**src/rtl/minibus_arbiter.sv**
```systemverilog
// Round-robin/fixed-priority arbiter sharing one minibus master port; 1-cycle grant latency, ack/rdata routed back combinationally.
// Holds the latched request until s_ack or timeout; requesters wait (no buffering) while another is served.
module minibus_arbiter #(
  parameter int MASTER_COUNT   = 2,
  parameter int ROUND_ROBIN    = 1,
  parameter int TIMEOUT_CYCLES = 0,
  parameter int IDW            = (MASTER_COUNT > 1) ? $clog2(MASTER_COUNT) : 1
) (
  input  logic                       clk,
  input  logic                       nrst,
  input  logic [MASTER_COUNT*32-1:0] m_addr,
  input  logic [MASTER_COUNT*2-1:0]  m_width,
  input  logic [MASTER_COUNT*32-1:0] m_wdata,
  input  logic [MASTER_COUNT-1:0]    m_ren,
  input  logic [MASTER_COUNT-1:0]    m_wen,
  output logic [MASTER_COUNT-1:0]    m_ack,
  output logic [MASTER_COUNT-1:0]    m_err,
  output logic [31:0]                m_rdata,
  output logic [31:0]                s_addr,
  output logic [1:0]                 s_width,
  output logic [31:0]                s_wdata,
  output logic                       s_ren,
  output logic                       s_wen,
  input  logic                       s_ack,
  input  logic [31:0]                s_rdata,
  output logic [IDW-1:0]             grant_id,
  output logic                       busy
);

  localparam int TCW = (TIMEOUT_CYCLES > 1) ? $clog2(TIMEOUT_CYCLES) : 1;
  localparam logic [TCW-1:0] TLAST = TCW'((TIMEOUT_CYCLES > 0) ? TIMEOUT_CYCLES - 1 : 0);

  typedef enum logic [1:0] {IDLE, BUSY, RELEASE} state_t;

  typedef struct packed {
    logic [31:0] addr;
    logic [1:0]  width;
    logic [31:0] wdata;
    logic        ren;
    logic        wen;
  } req_t;

  state_t                  state_q, state_d;
  req_t                    lat_q, lat_d;
  logic [IDW-1:0]          gnt_q, gnt_d;
  logic [IDW-1:0]          ptr_q, ptr_d;
  logic [TCW-1:0]          tmo_q, tmo_d;
  logic [MASTER_COUNT-1:0] req;
  logic                    any_req;
  logic                    found;
  logic [IDW-1:0]          winner;
  logic [IDW-1:0]          sel;
  logic                    timeout_hit;
  int                      idx;

  assign req     = m_ren | m_wen;
  assign any_req = |req;

  // Scan starts at the pointer (rotating) or at index 0 (fixed priority).
  always_comb begin
    winner = '0;
    found  = 1'b0;
    idx    = 0;
    sel    = '0;
    for (int off = 0; off < MASTER_COUNT; off++) begin
      idx = (ROUND_ROBIN != 0) ? (int'(ptr_q) + off) % MASTER_COUNT : off;
      sel = IDW'(idx);
      if (!found && req[sel]) begin
        winner = sel;
        found  = 1'b1;
      end
    end
  end

  always_comb begin
    m_ack       = '0;
    m_err       = '0;
    m_rdata     = '0;
    timeout_hit = 1'b0;
    if (state_q == BUSY) begin
      if (s_ack) begin
        m_ack[gnt_q] = 1'b1;
        m_rdata      = s_rdata;
      end else if (TIMEOUT_CYCLES > 0 && tmo_q == TLAST) begin
        m_err[gnt_q] = 1'b1;
        timeout_hit  = 1'b1;
      end
    end
  end

  always_comb begin
    state_d = state_q;
    lat_d   = lat_q;
    gnt_d   = gnt_q;
    ptr_d   = ptr_q;
    tmo_d   = tmo_q;
    case (state_q)
      IDLE: begin
        lat_d.ren = 1'b0;
        lat_d.wen = 1'b0;
        if (any_req) begin
          lat_d.addr  = m_addr[winner*32 +: 32];
          lat_d.width = m_width[winner*2 +: 2];
          lat_d.wdata = m_wdata[winner*32 +: 32];
          // A request with both enables set is treated as a write.
          lat_d.wen   = m_wen[winner];
          lat_d.ren   = m_ren[winner] & ~m_wen[winner];
          gnt_d       = winner;
          tmo_d       = '0;
          state_d     = BUSY;
        end
      end
      BUSY: begin
        if (s_ack || timeout_hit) begin
          lat_d.ren = 1'b0;
          lat_d.wen = 1'b0;
          state_d   = RELEASE;
        end else begin
          tmo_d = tmo_q + 1'b1;
        end
      end
      RELEASE: begin
        if (ROUND_ROBIN != 0)
          ptr_d = (int'(gnt_q) == MASTER_COUNT - 1) ? '0 : gnt_q + 1'b1;
        state_d = IDLE;
      end
      default: state_d = IDLE;
    endcase
  end

  always_ff @(posedge clk or negedge nrst) begin
    if (!nrst) begin
      state_q <= IDLE;
      lat_q   <= '0;
      gnt_q   <= '0;
      ptr_q   <= '0;
      tmo_q   <= '0;
    end else begin
      state_q <= state_d;
      lat_q   <= lat_d;
      gnt_q   <= gnt_d;
      ptr_q   <= ptr_d;
      tmo_q   <= tmo_d;
    end
  end

  assign s_addr   = lat_q.addr;
  assign s_width  = lat_q.width;
  assign s_wdata  = lat_q.wdata;
  assign s_ren    = lat_q.ren;
  assign s_wen    = lat_q.wen;
  assign grant_id = gnt_q;
  assign busy     = (state_q != IDLE);

endmodule

```
**config.mk**
```make
export PLATFORM = sky130hd
export DESIGN_NAME = minibus_arbiter
export DESIGN_NICKNAME = d
export VERILOG_FILES = /design/src/rtl/minibus_arbiter.sv
export SDC_FILE = /design/constraint.sdc
export NUM_CORES = 1
export LEC_CHECK = 0
export ABC_CLOCK_PERIOD_IN_PS = 3360
export BUFFER_PORTS_ARGS = -buffer_cell sky130_fd_sc_hd__buf_2
export CAP_MARGIN = 20
export CORE_AREA = 2 2 106 108
export DETAILED_ROUTE_END_ITERATION = 10
export DIE_AREA = 0 0 108 110
export HOLD_SLACK_MARGIN = 0.08
export PLACE_DENSITY = 0.73
export SLEW_MARGIN = 40
export SYNTH_ARGS = -nofsm -noshare
export SYNTH_HDL_FRONTEND = slang
export SYNTH_SLANG_ARGS = --single-unit
```
**constraint.sdc**
```tcl
create_clock -name clk -period 3.36 [get_ports clk]
set_input_delay 0.504 -clock clk [delete_from_list [all_inputs] [get_ports clk]]
set_output_delay 0.504 -clock clk [all_outputs]
set_load 0.02 [all_outputs]
```
==> flow_metrics.tcl <==
set metrics [dict create \
    status "completed" \
    wire_per_inst_um 19.36 \
    cts_resized 0 \
    p_per_area_mw_per_mm2 948.1 \
    yosys_warnings 0 \
    crit_type "register to output port" \
    intPower_mw 2.857 \
    finalNonFillerCells 773 \
    skew_ns 0.01270 \
    cts_tree "built" \
    finish.utilization_pct 51.89 \
    clockPowerShare_pct 12.0 \
    reg2reg_to "grant_id$_DFFE_PN0P_" \
    synth_edf_count 0 \
    netlist_top_cells_count "dfrtp_1 (72), o21ai_0 (70), a2bb2oi_1 (67)" \
    power_frac_comb_pct 57.9 \
    synth_cell_types 29 \
    track_usage_pct 24.20 \
    multi_input_area_mm2 0.001913 \
    syn_inst 388 \
    register_area_mm2 0.001802 \
    grt_pass1_vias 4374 \
    ios 277 \
    yosysTopAreaCell "dfrtp_1" \
    clkSlewWorstSetupHoldPaths_ns 0.08 \
    antenna_found_initial 1 \
    ff2ff_path_depth 4 \
    htree_num_levels 3 \
    initial_core_util_pct 37.06 \
    r2r_setup_slack_ns 1.59 \
    synth_area_mm2 0.003965 \
    grt_max_degree 73 \
    muxShareOfSynthArea_pct 0 \
    startpoint_type "register" \
    coreArea_mm2 0.01070 \
    synthXorXnorAreaFrac_pct 0 \
    chipWidth_um 108 \
    worstMarginPinSlew_ns 0.7811 \
    synth_compound_area_share_pct 39.63 \
    numCtsBuffers 9 \
    finalSetupTns_ns 0 \
    post_cts_buffers 0 \
    synth_top_family_by_area "compound AO/OA/AOI/OAI gates" \
    postSynthAreaPerCell_um2 10.22 \
    report.final.slew_viol_count 0 \
    gp_congestion 0.8860 \
    cp-end-kind "output port" \
    p_sw_mw 2.406 \
    drive_gt1_share_pct 48.26 \
    vias 4482 \
    drc 0 \
    synth_fa_ha_area_share_pct 0 \
    post-synth-top-count-cell "dfrtp_1" \
    clock-sinks 72 \
    ys.flop_type "dfrtp_1" \
    routed_wl_mm 14.97 \
    finalHoldViolCount 0 \
    die_area_mm2 0.01188 \
    synth-seq-cells 72 \
    grt_pass1_wl_mm 22.29 \
    async_reset_ff_share_pct 100.0 \
    die_y_um 110 \
    max-vdd-ir-drop_mv 0.8476 \
    io_buffer_count 274 \
    synthSimpleGateAreaFrac_pct 7.763 \
    dp_cells 756 \
    clk_path_buf_depth 2 \
    grt_remaining_overflow 0 \
    fillCellCount 997 \
    drt_pre_antenna_iters 5 \
    fin_nets 798 \
    critical_path.max_fanout 70 \
    drtAntennaViolNets 0 \
    max_slew_margin_pct 47.93 \
    fmax_mhz 430.2 \
    synth_area_leaders "dfrtp_1 (45%), a2bb2oi_1 (15%), a311oi_1 (15%)" \
    hold_buffers 0 \
    viasPerCell 5.798 \
    sw_frac_of_total_pct 45.71 \
    ys_seq_area_share_pct 45.44 \
    cap_violations 0 \
    seqPwrFrac_pct 30.1 \
    fin_crit_sh_pct 69.18 \
    clk_latency_ns 0.35 \
    drt_iter0_drc 383 \
    period_needed_ns 2.324 \
    rows 38 \
    finalSetupViolCount 0 \
    clockRootBuffer "clkbuf_8" \
    power_leakage_nw 2.637 \
    dp_hpwl_mm 10.12 \
    r2r_start "state_q[1]$_DFFE_PN0P_" \
    rsz0062_at_grt "no" \
    arrival_ns 1.82 \
    crit_required_ns 2.86 \
    synth_top_cell_area_share_pct 45.44 \
    min_path_type "input pin to async pin" \
    area_growth_pct 40.01 \
]
[metrics by stage]
step                area, um2  hold slack (ns)  worst slack, ns  total power, mW
CTS                      5549           0.1906            1.048            5.282
finish                   5552           0.1747            1.036            5.263
detailed placement       5376           0.5092            1.220            4.639
floorplan                3969           0.2084            1.619            3.605
global placement         5343           0.5060            1.179            4.527
global route             5552           0.2233           0.9347            5.595
[registers in the layout (all words and copies together) (netlist names)]
name and count:
s_width 2, s_wen 1, s_wdata 32, state_q 2
ptr_q 1, s_ren 1, s_addr 32, grant_id 1
[power by group through the flow]
stage	clock (mW)	combinational [mW]	sequential (mW)
4_1_cts	0.648	3.05	1.58
3_5_place_dp	0	3.05	1.59
5_1_grt	0.688	3.26	1.64
3_3_place_gp	0	2.94	1.58
6_report	0.631	3.05	1.58
2_1_floorplan	0	1.54	2.07
[layout make-up]
type	count	share of cell area, %
antenna	1	0.04508
clock inverter	5	0.5634
clock buffer	11	2.547
inverter	1	0.06761
tap	140	3.155
multi-input combinational	261	34.46
sequential	72	32.45
timing repair buffer	282	26.71
[cell families (layout without fill, tap and decap cells)]
kind of cell / Yosys count / count (layout)
simple gates: 49 / 49
flops: 72 / 72
compound gates: 210 / 210
buf+inv: 56 / 299
other cells: 1 / 3
[layer usage]
layer	global-route usage (%)	part of all wire (%)
met1	29.46	38
met2	43.53	52
met3	4.879	7.9
met4	6.868	1.6
met5	0	0
[cells in the final DEF, fill, tap and decap left out, types with 2 or more instances in the layout]
cell type / n
nand2_1: 2
and2_1: 33
dfrtp_1: 72
clkbuf_8: 10
nor3_1: 2
clkinv_2: 3
nor2_4: 2
buf_4: 5
conb_1: 2
or2_2: 2
nor2_1: 2
nand2b_1: 2
buf_12: 2
buf_2: 273
a311oi_1: 66
a2bb2oi_1: 67
o21ai_0: 70
[worst max-delay path by stage]
stage                           startpoint                 endpoint  slack, ns  depth (start not counted)
finish              state_q[0]$_DFFE_PN0P_                     busy       1.04                          3
floorplan           state_q[1]$_DFFE_PN0P_              m_rdata[22]       1.62                          4
global placement                  m_ren[1]  s_wdata[18]$_DFFE_PN0P_       1.18                          4
CTS                 state_q[0]$_DFFE_PN0P_                     busy       1.05                          3
global route        state_q[1]$_DFFE_PN0P_                     busy       0.93                          3
detailed placement                m_wen[1]   state_q[0]$_DFFE_PN0P_       1.22                          5
[critical path, cell delays in order, from the launching register on]
cell and delay [ns]:
dfrtp_1 0.39, or2_2 0.16, buf_4 0.61, buf_2 0.29
Note: power is estimated with default switching activity, not from simulation.
